## src/rtl/sys_defs.sv

```systemverilog
// Shared bus encodings, requester ids and sizing for the memory system.
// Imported by the arbiter, its tag table and the bench.
package sys_defs;

    localparam int XLEN         = 32;
    localparam int NUM_MEM_TAGS = 16;
    localparam int TAG_W        = 4;

    typedef enum logic [1:0] {
        BUS_NONE  = 2'h0,
        BUS_LOAD  = 2'h1,
        BUS_STORE = 2'h2
    } bus_command_t;

    typedef enum logic [1:0] {
        SRC_ICACHE = 2'h0,
        SRC_DCACHE = 2'h1,
        SRC_SQ     = 2'h2
    } mem_src_t;

    typedef enum logic {
        NORMAL = 1'b0,
        BOOST  = 1'b1
    } arb_state_t;

endpackage

```

## src/rtl/mem_tag_table.sv

```systemverilog
// Per-tag owner table: who issued each outstanding load, and whether
// its return was abandoned by an icache squash.
module mem_tag_table
    import sys_defs::*;
#(
    parameter int NUM_TAGS = 16
) (
    input  logic             clock,
    input  logic             reset,
    input  logic             record_en,
    input  logic [TAG_W-1:0] record_tag,
    input  logic [1:0]       record_src,
    input  logic             clear_en,
    input  logic [TAG_W-1:0] clear_tag,
    input  logic             squash,
    input  logic [TAG_W-1:0] lookup_tag,
    output logic             lookup_hit,
    output logic [1:0]       lookup_src
);

    logic [NUM_TAGS-1:0] valid;
    logic [NUM_TAGS-1:0] dropped;
    logic [1:0]          src [NUM_TAGS];

    // Record beats clear (same tag reissued), clear beats squash.
    always_ff @(posedge clock) begin
        if (reset) begin
            valid   <= '0;
            dropped <= '0;
            for (int i = 0; i < NUM_TAGS; i++) begin
                src[i] <= SRC_ICACHE;
            end
        end else begin
            for (int i = 0; i < NUM_TAGS; i++) begin
                if (record_en && record_tag == TAG_W'(i)) begin
                    valid[i]   <= 1'b1;
                    dropped[i] <= 1'b0;
                    src[i]     <= record_src;
                end else if (clear_en && clear_tag == TAG_W'(i)) begin
                    valid[i]   <= 1'b0;
                    dropped[i] <= 1'b0;
                end else if (squash && valid[i] &&
                             src[i] == SRC_ICACHE) begin
                    dropped[i] <= 1'b1;
                end
            end
        end
    end

    // A live (valid, not dropped) owner for the returning tag.
    always_comb begin
        lookup_hit = 1'b0;
        lookup_src = SRC_ICACHE;
        for (int i = 0; i < NUM_TAGS; i++) begin
            if (lookup_tag == TAG_W'(i)) begin
                lookup_hit = valid[i] && !dropped[i];
                lookup_src = src[i];
            end
        end
    end

endmodule

```

## src/rtl/mem_arbiter.sv

```systemverilog
// Shares one memory request port between icache, dcache and the store
// queue, routes returning tags to their owner, and stops icache starving.
module mem_arbiter #(
    parameter int NUM_MEM_TAGS = 16,
    parameter int STARVE_LIMIT = 8
) (
    input  logic                     clock,
    input  logic                     reset,
    input  logic [1:0]               icache_command,
    input  logic [sys_defs::XLEN-1:0] icache_addr,
    input  logic [1:0]               dcache_command,
    input  logic [sys_defs::XLEN-1:0] dcache_addr,
    input  logic [1:0]               sq_command,
    input  logic [sys_defs::XLEN-1:0] sq_addr,
    input  logic [63:0]              sq_data,
    input  logic                     squash_icache,
    output logic [1:0]               mem_command,
    output logic [sys_defs::XLEN-1:0] mem_addr,
    output logic [63:0]              mem_data,
    input  logic [3:0]               mem_response,
    input  logic [3:0]               mem_tag,
    input  logic [63:0]              mem_rdata,
    output logic [3:0]               icache_response,
    output logic [3:0]               dcache_response,
    output logic [3:0]               sq_response,
    output logic [3:0]               icache_tag,
    output logic [3:0]               dcache_tag,
    output logic [63:0]              rdata_out
);

    import sys_defs::*;

    localparam int CNT_W = $clog2(STARVE_LIMIT) + 1;
    typedef logic [CNT_W-1:0] cnt_t;
    localparam cnt_t LIMIT = cnt_t'(STARVE_LIMIT);

    arb_state_t state, state_next;
    cnt_t       starve_cnt, starve_cnt_next;

    logic       ic_req, dc_req, sq_req, any_req;
    mem_src_t   winner;
    logic       record_en;
    logic       lookup_hit;
    logic [1:0] lookup_src;

    assign ic_req    = icache_command != BUS_NONE;
    assign dc_req    = dcache_command != BUS_NONE;
    assign sq_req    = sq_command != BUS_NONE;
    assign any_req   = ic_req || dc_req || sq_req;
    assign rdata_out = mem_rdata;

    // Pick the winner; a starved icache jumps the queue while boosted.
    always_comb begin
        winner = SRC_ICACHE;
        if (state == BOOST && ic_req) begin
            winner = SRC_ICACHE;
        end else if (sq_req) begin
            winner = SRC_SQ;
        end else if (dc_req) begin
            winner = SRC_DCACHE;
        end
    end

    // Steer the winner onto the memory port and hand back its accept tag.
    always_comb begin
        mem_command     = BUS_NONE;
        mem_addr        = '0;
        mem_data        = '0;
        icache_response = '0;
        dcache_response = '0;
        sq_response     = '0;
        if (!reset && any_req) begin
            case (winner)
                SRC_SQ: begin
                    mem_command = sq_command;
                    mem_addr    = sq_addr;
                    mem_data    = sq_data;
                    sq_response = mem_response;
                end
                SRC_DCACHE: begin
                    mem_command     = dcache_command;
                    mem_addr        = dcache_addr;
                    dcache_response = mem_response;
                end
                default: begin
                    mem_command     = icache_command;
                    mem_addr        = icache_addr;
                    icache_response = mem_response;
                end
            endcase
        end
    end

    assign record_en = !reset && mem_command == BUS_LOAD &&
                       mem_response != '0;

    mem_tag_table #(
        .NUM_TAGS(NUM_MEM_TAGS)
    ) u_tag_table (
        .clock      (clock),
        .reset      (reset),
        .record_en  (record_en),
        .record_tag (mem_response),
        .record_src (winner),
        .clear_en   (mem_tag != '0),
        .clear_tag  (mem_tag),
        .squash     (squash_icache),
        .lookup_tag (mem_tag),
        .lookup_hit (lookup_hit),
        .lookup_src (lookup_src)
    );

    // Route a returning tag to whichever cache still owns it.
    always_comb begin
        icache_tag = '0;
        dcache_tag = '0;
        if (!reset && mem_tag != '0 && lookup_hit) begin
            if (lookup_src == SRC_ICACHE) begin
                icache_tag = mem_tag;
            end else if (lookup_src == SRC_DCACHE) begin
                dcache_tag = mem_tag;
            end
        end
    end

    // Starvation state and counter registers.
    always_ff @(posedge clock) begin
        if (reset) begin
            state      <= NORMAL;
            starve_cnt <= '0;
        end else begin
            state      <= state_next;
            starve_cnt <= starve_cnt_next;
        end
    end

    // Count consecutive icache losses; boost once the limit is hit.
    always_comb begin
        state_next      = state;
        starve_cnt_next = starve_cnt;
        case (state)
            NORMAL: begin
                if (ic_req && winner != SRC_ICACHE) begin
                    if (starve_cnt < LIMIT) begin
                        starve_cnt_next = starve_cnt + cnt_t'(1);
                    end
                end else begin
                    starve_cnt_next = '0;
                end
                if (starve_cnt_next == LIMIT) begin
                    state_next = BOOST;
                end
            end
            default: begin
                if (!ic_req || icache_response != '0) begin
                    state_next      = NORMAL;
                    starve_cnt_next = '0;
                end
            end
        endcase
    end

endmodule

```

## config.mk

```make
export PLATFORM = sky130hd
export DESIGN_NAME = mem_arbiter
export DESIGN_NICKNAME = d
export VERILOG_FILES = /design/src/rtl/sys_defs.sv /design/src/rtl/mem_tag_table.sv /design/src/rtl/mem_arbiter.sv
export SDC_FILE = /design/constraint.sdc
export NUM_CORES = 1
export LEC_CHECK = 0
export CAP_MARGIN = 20
export CORE_AREA = 2 2 166 168
export DETAILED_ROUTE_END_ITERATION = 6
export DIE_AREA = 0 0 168 170
export PLACE_DENSITY_LB_ADDON = 0.08
export SLEW_MARGIN = 40
export SYNTH_ARGS = -nofsm -noshare
export SYNTH_HDL_FRONTEND = slang
export SYNTH_SLANG_ARGS = --single-unit
```

## constraint.sdc

```tcl
create_clock -name clock -period 3.39 [get_ports clock]
set_input_delay 0.678 -clock clock [delete_from_list [all_inputs] [get_ports clock]]
set_output_delay 0.678 -clock clock [all_outputs]
set_load 0.05 [all_outputs]
```

# Word-level counts from Yosys, hierarchy flattened
# Memory sizes are Yosys's and may differ from the RTL's.
# Cells that the tools add are included.
word_totals:
  ff_bits: 37
  mem_bits_rw: 32
  inputBits: 241
  output_inout_bits: 182
  elab_cells: 414
  mem_count: 1
mem_list:
  columns: ["name", "depth", "word_bits", "read_ports", "rd_ports_with_merged_regs", "wr", "line_no", "rtl"]
  rows:
  - ["u_tag_table.src", 16, 2, 16, 0, 16, "mem_tag_table.sv:23", "logic [1:0] src [NUM_TAGS];"]
classes:
  add_sub_neg: 1
  order_cmp: 1
  eq_ne: 36
  muxes: 158
  bitwise: 16
  n_reduce_logical: 167
op_table:
  columns: ["operator", "n"]
  rows:
  - ["$mux 64", 2]
  - ["$mux 1", 102]
  - ["$logic_and 1x1->1", 87]
  - ["$mux 2", 35]
  - ["$eq 4x4->1 const B", 17]
  - ["$mux 4", 16]
  - ["$pmux 32 s2", 1]
  - ["$reduce_or 3->1", 16]
  - ["$reduce_bool 2->1", 20]
  - ["$logic_not 2->1", 17]
  - ["$eq 4x3->1 const B", 8]
  - ["$mux 32", 1]
  - ["$logic_not 1->1", 18]
  - ["$eq 4x2->1 const B", 4]
  - ["$or 1x1->1", 16]
  - ["$reduce_bool 4->1", 3]
  - ["$eq 4x1->1 const B", 2]
  - ["$logic_not 4->1", 2]
  - ["$eq 2x1->1 const B", 3]
  - ["$add 4x1->4 const B", 1]
  - ["$lt 4x4->1 const B", 1]
  - ["$pmux 2 s2", 1]
  - ["$logic_or 1x1->1", 3]
  - ["$eq 2x2->1 const B", 1]
  - ["other kinds (2)", 2]

# Longest topological paths before layout
# Gate-level depths: netlist (run 1).
logic_depth:
  ltp_word: 21
  mapped_depth: 14
  depth_no_buf: 11

# Hierarchy
# From an unflattened synthesis (run 1), not the netlist that was laid out.
unflattened:
  cells_unflattened: 729
  area_unflattened_um2: 5442.7
by_module_without_submodules:
  columns: ["module", "instances", "cells_per_inst", "area_per_inst_um2", "seq_area_each_um2"]
  rows:
  - ["mem_tag_table", 1, 357, 3184.3, 1601.5]
  - ["mem_arbiter", 1, 372, 2258.4, 100.1]

# Worst setup path after synthesis (run 1)
# Ideal clock, no wire load.
synth_path:
  path_kind: "input port to output port"
  from: "input port icache_command[0]"
  to: "output port mem_addr[15] (netlist bit)"
  arrival_time_ns: 3.751
  t_required_ns: 2.712
  path_slack_ns: -1.039
  cell_stages: 9
  path_buffers: 4
  cell_sequence: "nor2_1 -> nor2b_1 -> or4_1 -> clkbuf_1 -> ha_1 -> buf_2 -> buf_1 -> clkbuf_1 -> a211oi_1"
synth_between:
  elab_chain_cells: 6
  word_cells_on_any_way: 10
  cone_classes: "eq/ne (2); mux (3); reduce/logical (5)"
synth_rtl:
  columns: ["element", "line_no", "rtl"]
  rows:
  - ["start: declaration", "mem_arbiter.sv:9", "input logic [1:0] icache_command,"]
  - ["$reduce_bool 2->1 (*)", "mem_arbiter.sv:46", "assign ic_req = icache_command != BUS_NONE;"]
  - ["$logic_and 1x1->1", "mem_arbiter.sv:55", "if (state == BOOST && ic_req) begin"]
  - ["$mux 2", "mem_arbiter.sv:55", null]
  - ["$eq 2x1->1 or $eq 2x2->1 (tied branches)", "mem_arbiter.sv:73", "case (winner)"]
  - ["$pmux 32 s2", "mem_arbiter.sv:73", null]
  - ["$mux 32 (*)", "mem_arbiter.sv:72", "if (!reset && any_req) begin"]
  - ["end: declaration", "mem_arbiter.sv:18", "output logic [sys_defs::XLEN-1:0] mem_addr,"]
# Mark *: on every way between the ends. The rest lies on a longest branch, timed or not.

# Final worst setup path (run 1)
layout_path:
  from: "input port icache_command[1]"
  to: "output port mem_addr[21] (netlist bit)"
# Same word-level chain as after synthesis.

==> results by group, run 1 <==
Status
  – Status: finished clean

Critical path
  – Worst path required time: 2.71 ns
  – CP max stage cell: or4_4
  – Critical-path cell list: buf_8 > nor2_4 > nor2b_2 > or4_4 > ha_4 > buf_12 > buf_16 > buf_6 > buf_6 > a211oi_4 > buf_12
  – Reg2Reg Depth: 10
  – R2r setup slk: about 0.33 ns
  – Crit path DAT: 2.67 ns
  – CP Max Fanout: 6
  – CP Capture Type: output port
  – Reg-to-reg critical path startpoint: state
  – Worst Setup SP: icache_command[1]
  – Setup crit start kind: input port
  – Crit-path max cell delay: 0.53 ns
  – R2R Path End: u_tag_table.src[1][8]
  – CP Class: in -> out
  – CP endpoint: mem_addr[21]

Clocking
  – CTS buffer count: 9
  – CTS H-tree lvls: 3
  – CTS Hold Bufs: 0
  – Clock slew at reported path FFs: roughly 0.060 ns
  – CTS Root Cell: clkbuf_16
  – TritonCTS Sinks: between 60 and 70
  – CTS tree: yes
  – Clock Tree Buf Depth: 2
  – Worst-skew pair later-pin latency: roughly 0.33 ns

STA
  – Worst clock skew: approximately 0.0065 ns
  – Setup violators final: 0
  – RSZ-0062 raised after global routing: true
  – Fmax: approximately 300 MHz
  – Slew Viols, Final: 0
  – Period utilisation layout: between 90% and 100%
  – Rel. slew slack: between 50% and 60%
  – Tmin final: ~3.3 ns
  – Tightest Pin Transition: between 0.6 and 0.7 ns
  – Fin. Hold Viols: 0

Detailed routing
  – Via count: 6358
  – Drt pass-1 iters: 4
  – Post-DR wirelength/cell: around 24 um
  – Detailed-route wire length: 32540 um
  – Vias/cell: around 4.8
  – Antenna Violating Nets Remaining: 0
  – Initial DRC count: roughly 330
  – DRC: 0

Cells and area
  – Most frequent cells in the layout: 164 x clkdlybuf4s50_1, 129 x buf_12, 99 x buf_4
  – Layout area overhead: 112.5%
  – Multi-input gate area: between 3000 and 4000 um^2
  – Ant. Diodes: 0
  – Final Net Count: roughly 1200
  – Most common cell after layout, fill and taps aside: clkdlybuf4s50_1
  – Post-route core utilization: a little over two fifths
  – Sequential cell area: ~1700 um^2
  – Layout cells sized above 1: between 30% and 40%
  – Layout fillers: ~2500

Placed design
  – Port Buffers: between 200 and 300
  – Routability cong.: around 0.9
  – Post-DP HPWL: around 26000 um

Job
  – Max cap viols: 0

Yosys
  – Synth warn: 0
  – FFs w/ async S/R, synth: 0%
  – Post-synthesis sequential area ratio: a little under a third
  – Ys flop type: dfxtp_1
  – #FFs+latches synth: roughly 70
  – Netlist cell types: 60
  – EDFF count, synth: 32
  – Post-Synthesis Cells: ~680
  – Mapped Area: approximately 5400 um^2
  – Syn Area/Cell: about 8.0 um^2

Global routing
  – First-pass GRT wire length: approximately 46000 um
  – Tot GR Track Use: between 20 and 25%
  – Initial antenna violation count: 2
  – Pin count of the biggest net entering global routing: 73
  – Total grt overflow: 0
  – Vias in the first global route: ~6600

Power
  – Power, Total: around 3.7 mW
  – Maximum vdd drop: 0.2201 mV
  – Pwr per Cell Area: about 320 nW/um^2
  – Leakage power total: 4.580 nW

Floorplan
  – Starting Density: 20.39%
  – Io pins: between 400 and 500
  – Die Wd: roughly 170 um
  – Core area: between 20000 and 30000 um^2
  – Area of the die: roughly 29000 um^2
  – Die Height: between 150 and 200 um
  – Num rows: 60

Hold path
  – Min-delay src: u_tag_table.valid[5]
  – Worst hold path type: reg -> reg
-- routing by layer --
layer	part of all wire [%]	vias up	GRT usage [%]
met3	11	46	9.326
met5	0	-	0
met1	42	3062	27.96
met4	1.4	0	4.310
li1	-	3004	-
met2	46	246	36.97
-- power breakdown --
group | switching (mW) | leakage, nW | total (mW) | internal (mW)
combinational | 0.868 | 3.82 | 1.71 | 0.839
clock | 0.379 | 0.160 | 1.05 | 0.671
sequential | 0.0232 | 0.605 | 0.927 | 0.903
-- layout make-up --
cell class                 count  area share, %
clock buffer                  10          2.070
clock inverter                 6         0.8128
inverter                       9         0.3251
multi-input combinational    476          31.09
sequential                    69          14.74
tap                          341          3.696
timing repair buffer         426          47.26
-- worst max-delay path, delay by kind of cell --
family / cells / cell delay [ns]
buf+inv: 6 / 0.76
fa+ha+maj: 1 / 0.30
simple gates: 3 / 0.69
compound gates: 1 / 0.23
-- state kept, by name (all words and copies together), names as in the netlist --
| signal | flops |
|---|---|
| u_tag_table.src | 32 |
| u_tag_table.dropped | 16 |
| u_tag_table.valid | 16 |
| starve_cnt | 4 |
| state | 1 |
-- timing repair --
action,in CTS,in global routing
gates cloned,6,1
buffers inserted,8,6
pin swaps,36,20
setup endpoints to repair,145,42
gates resized for setup,56,29
-- per-stage QoR --
stage	instance area, um^2	setup slack [ns]	std cells	hold slack (ns)	TNS, ns
global route	11540	-0.01789	1337	0.4767	-0.02626
finish	11540	0.04427	1337	0.4648	0
CTS	11400	-0.01981	1332	0.4642	-0.01981
floorplan	6061	-0.1975	679	0.4312	-0.7063
global placement	10680	-0.4041	1302	0.4491	-40.76
detailed placement	10680	-0.4594	1302	0.4554	-49.15
-- worst min path at each step --
stage                                         to  slack (ns)  cells after the start
after floorplan             u_tag_table.valid[6]        0.43                      2
after global placement    u_tag_table.dropped[0]        0.45                      2
after detailed placement    u_tag_table.valid[5]        0.46                      2
after CTS                   u_tag_table.valid[5]        0.46                      2
after global routing        u_tag_table.valid[5]        0.48                      2
final                       u_tag_table.valid[5]        0.46                      2
-- logic make-up (layout without fill, tap and decap cells) --
kind of cell | after synthesis | count (layout) | share of synthesized area [%]
adders and majority gates | 4 | 4 | 0.9211
and+or+nand+nor | 310 | 310 | 30.83
buffers and inverters | 134 | 451 | 14.53
muxes | 9 | 9 | 2.349
DFF | 69 | 69 | 31.31
AOI/OAI and AO/OA | 151 | 151 | 19.99
other | 1 | 2 | 0.06901
-- synthesized netlist by cell type (2+ instances only) --
cell | number | share of area, %
nor4bb_1 | 2 | 0.37
a21o_1 | 5 | 0.69
dfxtp_1 | 37 | 14
nand3b_1 | 5 | 0.69
or2_2 | 4 | 0.46
or3b_2 | 2 | 0.32
nor2b_1 | 6 | 0.69
edfxtp_1 | 32 | 18
or3b_1 | 2 | 0.32
a221oi_2 | 2 | 0.55
buf_1 | 4 | 0.28
a211oi_1 | 38 | 5.2
nand4_1 | 2 | 0.23
and2_1 | 4 | 0.46
mux2i_1 | 6 | 1.1
nand2_1 | 36 | 2.5
inv_1 | 9 | 0.62
nor3_1 | 29 | 2.7
a21oi_1 | 19 | 1.7
and3_1 | 74 | 8.5
nor4_1 | 3 | 0.35
o22ai_1 | 6 | 0.69
a22o_1 | 2 | 0.32
o32ai_1 | 2 | 0.32
nor3b_2 | 2 | 0.46
o21ai_0 | 17 | 1.6
mux4_2 | 3 | 1.2
a31oi_1 | 10 | 1.2
ha_1 | 4 | 0.92
buf_6 | 3 | 0.62
buf_4 | 68 | 9.4
buf_2 | 7 | 0.64
a2111oi_2 | 3 | 0.83
clkbuf_1 | 43 | 3.0
a2111oi_0 | 2 | 0.32
nor3b_1 | 12 | 1.7
nand2b_1 | 27 | 3.1
nor2_1 | 87 | 6.0
nand3_1 | 6 | 0.55
a22oi_1 | 33 | 4.6
Power figures use the tool's default switching activity.
==> run 2, diff against run 1 <==
--- a/config.mk
+++ b/config.mk
@@ -9,6 +9,7 @@
 export CORE_AREA = 2 2 166 168
 export DETAILED_ROUTE_END_ITERATION = 6
 export DIE_AREA = 0 0 168 170
+export HOLD_SLACK_MARGIN = 0.02
 export PLACE_DENSITY_LB_ADDON = 0.08
 export SLEW_MARGIN = 40
 export SYNTH_ARGS = -nofsm -noshare
==> results of run 2 <==
The final DEF is identical to that of run 1; final timing and power are the same.
==> run 3, diff against run 2 <==
--- a/config.mk
+++ b/config.mk
@@ -9,6 +9,7 @@
 export CORE_AREA = 2 2 166 168
 export DETAILED_ROUTE_END_ITERATION = 6
 export DIE_AREA = 0 0 168 170
+export GPL_TIMING_DRIVEN = 0
 export HOLD_SLACK_MARGIN = 0.02
 export PLACE_DENSITY_LB_ADDON = 0.08
 export SLEW_MARGIN = 40
==> run 3 against run 2 <==
The run now ends with negative setup slack left. Worst hold slack worse by 0.0019 ns. Design area down 3.0%. Sequential power hardly changed. Clock power grew 6%. Core utilization decreased by 1.3 points. Global-route usage increased by 1.8 points. Critical path type unchanged. Largest power group unchanged.
==> results by group, run 3 (synthesis results as in run 1) <==
Status
  – Status: finished, violations left
  – Failing checks: negative setup slack

Critical path
  – R2R Path End: u_tag_table.src[1][12]
  – Reg2Reg Depth: 10 (unchanged)
  – Setup crit start kind: input port
  – Crit path DAT: 2.78 ns (+0.11 ns)
  – CP Max Fanout: 6 (unchanged)
  – CP Capture Type: output port
  – R2r setup slk: 0.26 ns (-0.07 ns)
  – Reg-to-reg critical path startpoint: state
  – CP Class: in -> out
  – CP max stage cell: or4_4
  – Critical-path cell list: buf_8 > nor2_4 > nor2b_4 > or4_4 > ha_4 > buf_12 > buf_12 > clkbuf_16 > a211oi_4 > buf_6
  – Worst Setup SP: icache_command[1]
  – Worst path required time: 2.71 ns (about the same)
  – Crit-path max cell delay: 0.57 ns (+0.04 ns)
  – Most used cell, CP: buf_12

STA
  – Slew Viols, Final: 0 (unchanged)
  – Fin. Hold Viols: 0 (unchanged)
  – Setup violators final: 5 (+5)
  – RSZ-0062 raised after global routing: true
  – Tightest Pin Transition: 0.8231 ns (+0.1599 ns)
  – Tmin final: 3.455 ns (+0.1089 ns)
  – Period utilisation layout: 101.9% (+3.2 points)
  – Setup ws final: -0.06468 ns (-0.1089 ns)
  – Hold WS: 0.4629 ns (-0.001938 ns)
  – Worst clock skew: 0.01219 ns (+0.005708 ns)
  – Final TNS setup: -0.1458 ns (-0.1458 ns)
  – Rel. slew slack: 45.13% (-11 points)
  – Fmax: 289.5 MHz (-3.2%)

Floorplan
  – Core area: 26650 um^2 (unchanged)
  – Die Height: 170 um (unchanged)
  – Area of the die: 28560 um^2 (unchanged)
  – Die Wd: 168 um (unchanged)
  – Io pins: 423 (unchanged)
  – Num rows: 60 (unchanged)
  – Starting Density: 20.39% (unchanged)

Cells and area
  – Most common cell after layout, fill and taps aside: clkdlybuf4s50_1
  – Layout fillers: 2683 (+5.6%)
  – Post-route core utilization: 42.02% (-1.3 points)
  – Layout area overhead: 106.1%
  – Max reg flops: 32 (unchanged)
  – Final Net Count: 1320 (+6.8%)
  – Most frequent cells in the layout: 229 x clkdlybuf4s50_1, 128 x buf_4, 78 x nor2_1
  – Post-route cell area: 11200 um^2 (-3.0%)
  – Final Instance Count excl. Fillers: 1424 (+6.5%)
  – Top reg by flops: u_tag_table.src
  – Regs by FF count: u_tag_table.src (32), u_tag_table.dropped (16), u_tag_table.valid (16)
  – Layout cells sized above 1: 38.52% (+2.1 points)

Placed design
  – Routability cong.: 0.8871 (+1.4%)
  – Dpl ws: -1.793 ns (-1.333 ns)
  – Port Buffers: 356 (+21%)
  – Post-DP HPWL: 29140 um (+10%)
  – DP Area: 10050 um^2 (-5.9%)
  – Placed Cells incl. Taps: 1376 (+5.7%)

Power
  – Logic pwr share: 45.9% (-0.5 points)
  – Flop pwr share: 24.6% (-0.6 points)
  – Clock power share: 29.5% (+1.0 points)
  – Leakage power total: 4.523 nW (-1.2%)
  – Pwr per Cell Area: 337.2 nW/um^2 (+5.7%)
  – Maximum vdd drop: 0.2245 mV (+2.0%)
  – Switch Pwr: 1.416 mW (+11%)
  – Power, Total: 3.776 mW (+2.5%)
  – Cell Int Power: 2.360 mW (-2.2%)
  – Sw frac: 37.50% (+3.0 points)

Clocking
  – CTS buffer count: 9 (unchanged)
  – TritonCTS Sinks: 69 (unchanged)
  – Worst-skew pair later-pin latency: 0.34 ns (about the same)
  – CTS tree: yes
  – CTS H-tree lvls: 3 (unchanged)
  – Clock slew at reported path FFs: 0.06 ns (about the same)
  – CTS Root Cell: clkbuf_16
  – Clock Tree Buf Depth: 2 (unchanged)

Hold path
  – Worst hold path type: reg -> reg
  – WHS Path Cells: 2 (unchanged)
  – Min-delay src: u_tag_table.valid[6]
  – Hold path endpoint: u_tag_table.valid[6]

Global routing
  – M1 GR Usage: 31.70% (+3.7 points)
  – Met2 Track Usage GR: 40.91% (+3.9 points)
  – Top Usage Layer GRT: met2
  – Total grt overflow: 0 (unchanged)
  – GR Layer Usage met3: 6.698% (-2.6 points)
  – Initial antenna violation count: 5 (+3)
  – Vias in the first global route: 6969 (+5.8%)
  – Pin count of the biggest net entering global routing: 13 (-82%)
  – Tot GR Track Use: 24.39% (+1.8 points)
  – First-pass GRT wire length: 50040 um (+8.3%)

Detailed routing
  – Vias/cell: 4.803 (+0.99%)
  – Initial DRC count: 425 (+27%)
  – Post-DR wirelength/cell: 24.99 um (+2.7%)
  – Via count: 6839 (+7.6%)
  – Drt pass-1 iters: 5 (+1)
  – DRC: 0 (unchanged)
  – Antenna Violating Nets Remaining: 0 (unchanged)
  – Detailed-route wire length: 35590 um (+9.4%)

Job
  – Max cap viols: 0 (unchanged)
-- run 3: cell count changes in the layout (fill, tap and decap cells not counted), sizes merged --
cell and change:
buf -23, bufbuf -2, bufinv +1, clkbuf +45
clkdlybuf4s50 +65, clkinvlp +1, diode +3, dlygate4sd2 -1
inv -2
-- run 3: routing by layer --
layer  part of all wire [%]  up-vias
li1                       -     3175
met2                     47      325
met5                      0        -
met1                     44     3316
met4                    1.4        0
met3                    8.2       23
-- run 3: cell type report --
| type | instances | area, um^2 | area share, % |
|---|---|---|---|
| Timing Repair Buffer | 389 | 3790 | 33.84 |
| Antenna cell | 3 | 7.507 | 0.06704 |
| Clock inverter | 6 | 110.1 | 0.9832 |
| Clock buffer | 10 | 239.0 | 2.134 |
| Sequential cell | 69 | 1702 | 15.20 |
| Buffer | 121 | 1040 | 9.285 |
| Tap cell | 341 | 426.7 | 3.810 |
| Multi-Input combinational cell | 476 | 3844 | 34.32 |
| Inverter | 9 | 40.04 | 0.3575 |
-- run 3: power groups by stage --
stage               logic, mW  registers, mW  clock network [mW]
detailed placement       1.59          0.946                   0
CTS                      1.72          0.928                1.12
finish                   1.73          0.929                1.11
global route             1.80          0.932                1.16
floorplan               0.950          0.933                   0
global placement         1.59          0.946                   0
-- run 3: how the worst max path moves through the flow --
stage,endpoint,slack (ns),depth (start not counted)
after CTS,mem_addr[24],-0.09,13
after detailed placement,mem_addr[28],-1.79,12
final,mem_addr[24],-0.06,10
after global placement,mem_addr[19],-1.89,7
after global routing,mem_addr[24],-0.09,10
after floorplan,dcache_tag[2],-0.20,8
-- run 3: worst max-delay path: cells and delay by family --
kind | cells | cell delay (ns)
and+or+nand+nor | 3 | 0.79
buffers and inverters | 5 | 0.75
adders and majority gates | 1 | 0.27
AOI/OAI and AO/OA | 1 | 0.27
-- run 3: timing repair --
action,4_1_cts,5_1_grt
gates cloned,8,2
buffers inserted,20,4
endpoints found under the setup margin,196,140
hold buffers,0,0
resized for setup,892,26
pin swaps,23,17
